<file path="src/rtl/apb_i2c_pkg.sv">
// Shared register map, STATUS/INT_STAT bit positions and interrupt width
// for the APB-to-I2C register bank.
package apb_i2c_pkg;

    localparam logic [4:0] OFF_TXDATA   = 5'h00;
    localparam logic [4:0] OFF_RXDATA   = 5'h04;
    localparam logic [4:0] OFF_CONFIG   = 5'h08;
    localparam logic [4:0] OFF_TIMEOUT  = 5'h0C;
    localparam logic [4:0] OFF_STATUS   = 5'h10;
    localparam logic [4:0] OFF_INT_EN   = 5'h14;
    localparam logic [4:0] OFF_INT_STAT = 5'h18;

    localparam int ST_TX_EMPTY     = 0;
    localparam int ST_TX_FULL      = 1;
    localparam int ST_RX_EMPTY     = 2;
    localparam int ST_RX_FULL      = 3;
    localparam int ST_TX_COUNT_LSB = 8;
    localparam int ST_RX_COUNT_LSB = 16;
    localparam int ST_COUNT_W      = 8;

    localparam int INT_W        = 4;
    localparam int INT_TX_EMPTY = 0;
    localparam int INT_RX_AVAIL = 1;
    localparam int INT_RX_OVF   = 2;
    localparam int INT_ERR      = 3;

endpackage

</file>
<file path="src/rtl/sync_fifo.sv">
// Single-clock FIFO with occupancy count; callers qualify push/pop so a
// push is never issued into a full FIFO unless a pop shares the same edge.
module sync_fifo #(
    parameter int WIDTH = 8,
    parameter int DEPTH = 8,
    localparam int AW = $clog2(DEPTH),
    localparam int CW = AW + 1
) (
    input  logic             clk,
    input  logic             rst_n,
    input  logic             push,
    input  logic [WIDTH-1:0] push_data,
    input  logic             pop,
    output logic [WIDTH-1:0] head,
    output logic [CW-1:0]    count,
    output logic             full,
    output logic             empty
);

    logic [WIDTH-1:0] mem [DEPTH];
    logic [AW-1:0]    wr_ptr;
    logic [AW-1:0]    rd_ptr;

    always_ff @(posedge clk) begin
        if (push) mem[wr_ptr] <= push_data;
    end

    // Pointers wrap naturally because DEPTH is a power of two.
    always_ff @(posedge clk) begin
        if (!rst_n) begin
            wr_ptr <= '0;
            rd_ptr <= '0;
            count  <= '0;
        end else begin
            if (push) wr_ptr <= wr_ptr + AW'(1);
            if (pop)  rd_ptr <= rd_ptr + AW'(1);
            case ({push, pop})
                2'b10:   count <= count + CW'(1);
                2'b01:   count <= count - CW'(1);
                default: count <= count;
            endcase
        end
    end

    assign head  = mem[rd_ptr];
    assign full  = (count == CW'(DEPTH));
    assign empty = (count == '0);

endmodule

</file>
<file path="src/rtl/apb_i2c_regbank.sv">
// APB3 zero-wait-state register bank for an I2C core: TX/RX FIFOs,
// CONFIG/TIMEOUT registers and a sticky, maskable interrupt block.
module apb_i2c_regbank
    import apb_i2c_pkg::*;
#(
    parameter int CFG_W      = 14,
    parameter int DATA_W     = 8,
    parameter int FIFO_DEPTH = 8
) (
    input  logic              PCLK,
    input  logic              PRESETn,
    input  logic              PSELx,
    input  logic              PENABLE,
    input  logic              PWRITE,
    input  logic [31:0]       PADDR,
    input  logic [31:0]       PWDATA,
    output logic [31:0]       PRDATA,
    output logic              PREADY,
    output logic              PSLVERR,
    output logic              tx_valid,
    output logic [DATA_W-1:0] tx_data,
    input  logic              tx_ready,
    input  logic              rx_valid,
    input  logic [DATA_W-1:0] rx_data,
    input  logic              core_error,
    output logic [CFG_W-1:0]  cfg,
    output logic [CFG_W-1:0]  timeout,
    output logic              irq
);

    localparam int CW = $clog2(FIFO_DEPTH) + 1;

    logic              access;
    logic              err;
    logic [31:0]       rdata;
    logic [31:0]       status;
    logic              tx_push, tx_pop, rx_push, rx_pop;
    logic              cfg_we, tmo_we, ien_we, ist_we;
    logic [DATA_W-1:0] tx_head, rx_head;
    logic [CW-1:0]     tx_count, rx_count;
    logic              tx_full, tx_empty, rx_full, rx_empty;
    logic [CFG_W-1:0]  cfg_q, tmo_q;
    logic [INT_W-1:0]  ien_q, ist_q, ist_next, ev;
    logic              core_error_p1;
    logic              irq_p1;
    logic              unused_pwdata;

    assign unused_pwdata = ^PWDATA;
    assign access        = PSELx & PENABLE;

    always_comb begin
        status = '0;
        status[ST_TX_EMPTY] = tx_empty;
        status[ST_TX_FULL]  = tx_full;
        status[ST_RX_EMPTY] = rx_empty;
        status[ST_RX_FULL]  = rx_full;
        status[ST_TX_COUNT_LSB +: ST_COUNT_W] = ST_COUNT_W'(tx_count);
        status[ST_RX_COUNT_LSB +: ST_COUNT_W] = ST_COUNT_W'(rx_count);
    end

    // Address decode: any error suppresses every write enable and FIFO strobe.
    always_comb begin
        rdata   = '0;
        err     = 1'b0;
        tx_push = 1'b0;
        rx_pop  = 1'b0;
        cfg_we  = 1'b0;
        tmo_we  = 1'b0;
        ien_we  = 1'b0;
        ist_we  = 1'b0;
        if (access) begin
            if (|PADDR[31:5]) begin
                err = 1'b1;
            end else begin
                case (PADDR[4:0])
                    OFF_TXDATA:   if (!PWRITE || tx_full) err = 1'b1; else tx_push = 1'b1;
                    OFF_RXDATA:   if (PWRITE || rx_empty) err = 1'b1;
                                  else begin rx_pop = 1'b1; rdata = 32'(rx_head); end
                    OFF_CONFIG:   if (PWRITE) cfg_we = 1'b1; else rdata = 32'(cfg_q);
                    OFF_TIMEOUT:  if (PWRITE) tmo_we = 1'b1; else rdata = 32'(tmo_q);
                    OFF_STATUS:   if (PWRITE) err = 1'b1; else rdata = status;
                    OFF_INT_EN:   if (PWRITE) ien_we = 1'b1; else rdata = 32'(ien_q);
                    OFF_INT_STAT: if (PWRITE) ist_we = 1'b1; else rdata = 32'(ist_q);
                    default:      err = 1'b1;
                endcase
            end
        end
    end

    assign tx_pop  = tx_ready & ~tx_empty;
    assign rx_push = rx_valid & (~rx_full | rx_pop);

    sync_fifo #(.WIDTH(DATA_W), .DEPTH(FIFO_DEPTH)) u_tx_fifo (
        .clk(PCLK), .rst_n(PRESETn), .push(tx_push), .push_data(PWDATA[DATA_W-1:0]),
        .pop(tx_pop), .head(tx_head), .count(tx_count), .full(tx_full), .empty(tx_empty)
    );

    sync_fifo #(.WIDTH(DATA_W), .DEPTH(FIFO_DEPTH)) u_rx_fifo (
        .clk(PCLK), .rst_n(PRESETn), .push(rx_push), .push_data(rx_data),
        .pop(rx_pop), .head(rx_head), .count(rx_count), .full(rx_full), .empty(rx_empty)
    );

    // Set events are computed from next-state so they land on the same edge
    // as the FIFO transition; a set always beats a same-cycle W1C.
    always_comb begin
        ev               = '0;
        ev[INT_TX_EMPTY] = tx_pop & ~tx_push & (tx_count == CW'(1));
        ev[INT_RX_AVAIL] = rx_push & rx_empty;
        ev[INT_RX_OVF]   = rx_valid & rx_full & ~rx_pop;
        ev[INT_ERR]      = core_error & ~core_error_p1;
        ist_next         = (ist_q & ~(ist_we ? PWDATA[INT_W-1:0] : '0)) | ev;
    end

    always_ff @(posedge PCLK) begin
        if (!PRESETn) begin
            cfg_q         <= '0;
            tmo_q         <= '0;
            ien_q         <= '0;
            ist_q         <= '0;
            core_error_p1 <= 1'b0;
            irq_p1        <= 1'b0;
        end else begin
            if (cfg_we) cfg_q <= PWDATA[CFG_W-1:0];
            if (tmo_we) tmo_q <= PWDATA[CFG_W-1:0];
            if (ien_we) ien_q <= PWDATA[INT_W-1:0];
            ist_q         <= ist_next;
            core_error_p1 <= core_error;
            irq_p1        <= |(ist_q & ien_q);
        end
    end

    assign PRDATA   = rdata;
    assign PREADY   = access;
    assign PSLVERR  = err;
    assign tx_valid = ~tx_empty;
    assign tx_data  = tx_head;
    assign cfg      = cfg_q;
    assign timeout  = tmo_q;
    assign irq      = irq_p1;

endmodule

</file>
<file path="config.mk">
export PLATFORM = sky130hd
export DESIGN_NAME = apb_i2c_regbank
export DESIGN_NICKNAME = d
export VERILOG_FILES = /design/src/rtl/apb_i2c_pkg.sv /design/src/rtl/sync_fifo.sv /design/src/rtl/apb_i2c_regbank.sv
export SDC_FILE = /design/constraint.sdc
export NUM_CORES = 1
export LEC_CHECK = 0
export CAP_MARGIN = 10
export CORE_ASPECT_RATIO = 0.8
export CORE_MARGIN = 1
export CORE_UTILIZATION = 53
export CTS_CLUSTER_SIZE = 10
export DETAILED_ROUTE_END_ITERATION = 10
export HOLD_SLACK_MARGIN = 0.12
export PLACE_DENSITY = 0.91
export SLEW_MARGIN = 20
export SYNTH_ARGS = -nofsm -noshare
export SYNTH_HDL_FRONTEND = slang
export SYNTH_SLANG_ARGS = --single-unit
</file>
<file path="constraint.sdc">
create_clock -name PCLK -period 4.4 [get_ports PCLK]
set_clock_uncertainty 0.1 [all_clocks]
set_input_delay 0.66 -clock PCLK [delete_from_list [all_inputs] [get_ports PCLK]]
set_output_delay 0.66 -clock PCLK [all_outputs]
set_load 0.005 [all_outputs]
</file>
==> results.sh <==
export IMPL_gr_usage_all_layers=0.253
export IMPL_async_flop_share=0
export IMPL_ir_worst_vdd_v=0.000313
export IMPL_postCtsHoldBufs=0
export IMPL_grt_ovfl_total=0
export IMPL_via_per_inst=5.79
export IMPL_tritoncts="built"
export IMPL_synth_seq_cells=192
export IMPL_synth_top_area_frac=0.459
export IMPL_hold_viol_final=0
export IMPL_postSynthAreaPerCell_sq_um=13.9
export IMPL_yosys_warnings=0
export IMPL_maxSlewViolCount=0
export IMPL_htreeDepth=4
export IMPL_setup_violations=0
export IMPL_p_leak_nw=3.36
export IMPL_place_ws_ns=0.109
export IMPL_area_growth_pct=25.0
export IMPL_required_ns=3.64
export IMPL_clk_pin_slew_ns=0.06
export IMPL_synthCells=603
export IMPL_fin_crit_ns=4.26
export IMPL_fmax_ghz=0.235
export IMPL_arrival_ns=3.50
export IMPL_coreArea_sq_mm=0.0152
export IMPL_synth_area_leaders="edfxtp_1 (46%), dfxtp_1 (15%), mux4_2 (8.6%)"
export IMPL_synth_edf_count=128
export IMPL_ant_nets=0
export IMPL_fin_setup_tns_ns=0
export IMPL_cts_root_buf="clkbuf_16"
export IMPL_vias=5566
export IMPL_cp_start_kind="input pin"
export IMPL_run_status="finished clean"
export IMPL_die_w_um=143
export IMPL_synth_main_ff_cell="edfxtp_1"
export IMPL_numCtsBuffers=17
export IMPL_worst_slack_ns=0.136
export IMPL_numPortBuffers=119
export IMPL_grt_pass1_vias=5607
export IMPL_period_share=0.969
export IMPL_die_area_sq_mm=0.0163
export IMPL_tightest_slew_ns=0.962
export IMPL_synth_cell_types=56
export IMPL_maxCapViolCount=0
export IMPL_yosysTopAreaCell="edfxtp_1"
export IMPL_power_density_mw_per_mm2=347
export IMPL_drive_above_1_share=0.153
export IMPL_slew_headroom=0.359
export IMPL_rows=40
export IMPL_grt_pass1_wl_mm=30.3
export IMPL_setup_worst_path_end_class="output port"
export IMPL_slowest_stage="or4_4"
export IMPL_nets=828
export IMPL_die_h_um=114
export IMPL_post_dp_hpwl_mm=13.5
export IMPL_drt_wirelength_per_cell_um=20.3
export IMPL_diodes=0
export IMPL_clk_latency_ns=0.43
export IMPL_wirelength_mm=19.6
export IMPL_crit_top_cell="clkdlybuf4s50_1"
export IMPL_hp_class="reg -> reg"
export IMPL_drc=0
export IMPL_path_class="in -> out"
export IMPL_firstDrtPassIters=5
export IMPL_initial_utilization=0.550
export IMPL_cts_sinks=192
export IMPL_synth_seq_area_share=0.612
export IMPL_critPathMaxStageDelay_ns=0.56
export IMPL_cp_max_fo=9
export IMPL_rsz0062_at_grt="false"
export IMPL_cts_path_max_buffers=2
export IMPL_antenna_found_initial=0
export IMPL_place_gp_congestion=0.876
export IMPL_crit_chain="clkdlybuf4s50_1, or3_4, or4_4, or3_1, o22ai_2, clkdlybuf4s50_1"
export IMPL_grt_max_degree=67
export IMPL_drt_iter0_drc=490
export IMPL_syn_area_sq_mm=0.00837
export IMPL_pin_count=152
[metal layers]
layer | up-vias | GRT usage | wire length [um]
met4 | 0 | 0.0796 | 391
met1 | 2786 | 0.312 | 7730
met3 | 34 | 0.0560 | 1320
met2 | 221 | 0.447 | 10100
met5 | - | 0 | 0
li1 | 2525 | - | -
[synthesized netlist by cell type, types with 10 or more instances]
cell	instances
a21boi_0	10
a22oi_1	19
and2_1	15
buf_4	15
clkbuf_1	21
dfxtp_1	64
edfxtp_1	128
inv_1	10
mux2i_1	48
mux4_2	32
nand2_1	36
nor2_1	20
nor2b_1	32
nor3_1	14
nor4_1	11
o21ai_0	10
[through the flow]
stage	utilization	hold slack [ns]	power [W]	area [sq um]	cells
after floorplan	-	0.357	0.00206	8420	616
after global placement	0.649	0.369	0.00215	9880	930
after detailed placement	0.649	0.399	0.00216	9880	930
after CTS	0.687	0.409	0.00365	10500	962
after global routing	0.688	0.433	0.00374	10500	962
final	0.688	0.412	0.00363	10500	962
[worst paths after layout]
check | start | to | slack, ns | cells after the start
max | PADDR[1] | PRDATA[1] | 0.14 | 6
min | ist_q[0]$_SDFF_PN0_ | ist_q[0]$_SDFF_PN0_ | 0.41 | 2
max reg2reg | u_tx_fifo.count[0]$_SDFFE_PN0P_ | u_tx_fifo.count[2]$_SDFFE_PN0P_ | 1.25 | 9
min reg2reg | ist_q[0]$_SDFF_PN0_ | ist_q[0]$_SDFF_PN0_ | 0.41 | 2
[flip-flops by register name, indices dropped and copies added (netlist names), named ones only]
register,cells
u_tx_fifo.mem,64
u_rx_fifo.rd_ptr,3
u_rx_fifo.mem,64
u_tx_fifo.count,4
ien_q,4
core_error_p1,1
cfg,14
timeout,14
irq,1
u_rx_fifo.wr_ptr,3
u_tx_fifo.rd_ptr,3
u_tx_fifo.wr_ptr,3
ist_q,4
u_rx_fifo.count,4
[report_power, final]
| group | switching (W) | total (W) | internal, W |
|---|---|---|---|
| Sequential | 0.0000112 | 0.00195 | 0.00194 |
| Clock | 0.000713 | 0.00151 | 0.000798 |
| Combinational | 0.0000872 | 0.000172 | 0.0000847 |
[critical path: cells and delay by family]
kind	cells	cell delay, ns
buffers and inverters	2	1.05
AOI/OAI and AO/OA	1	0.24
and+or+nand+nor	3	1.55
[final cells by class]
cell class / count / area (sq um)
clock inverter: 15 / 153
tap: 210 / 263
timing repair buffer: 150 / 1420
sequential: 192 / 5120
multi-input combinational: 367 / 3040
fill: 1021 / 4750
inverter: 11 / 41.3
clock buffer: 17 / 425
[cell families (layout without fill, tap and decap cells)]
family / count (synthesis) / after routing / synth area share
buffers and inverters: 57 / 193 / 0.0336
adder cells (fa/ha/maj): 9 / 9 / 0.0134
XOR/XNOR: 9 / 9 / 0.00941
AO/OA/AOI/OAI: 67 / 67 / 0.0532
flip-flops: 192 / 192 / 0.612
multiplexers: 88 / 88 / 0.154
AND/OR/NAND/NOR: 180 / 180 / 0.124
other: 1 / 14 / 0.000448
[cell usage in the layout (no fill, tap or decap), types with 5 or more instances in the layout]
cell type | netlist | routed
nor2_1 | 20 | 20
conb_1 | 1 | 14
clkbuf_16 | 0 | 17
nand2_1 | 36 | 36
edfxtp_1 | 128 | 128
o22ai_1 | 6 | 5
mux2i_1 | 48 | 48
or3_1 | 6 | 6
nor4_1 | 11 | 11
mux4_2 | 32 | 32
nor2b_1 | 32 | 32
clkdlybuf4s50_1 | 0 | 118
a21oi_1 | 8 | 8
xnor2_1 | 7 | 7
nand2b_1 | 9 | 9
inv_1 | 10 | 10
mux2_2 | 8 | 8
nand3_1 | 8 | 8
buf_4 | 15 | 31
dfxtp_1 | 64 | 64
and2_1 | 15 | 15
nor3_1 | 14 | 14
a21boi_0 | 10 | 10
ha_1 | 9 | 9
o21ai_0 | 10 | 10
a22oi_1 | 19 | 19
[timing repair]
action,in CTS,in global routing
resized for setup,0,1
setup endpoints to repair,0,1
buffers inserted,0,0
Power figures use the tool's default switching activity.
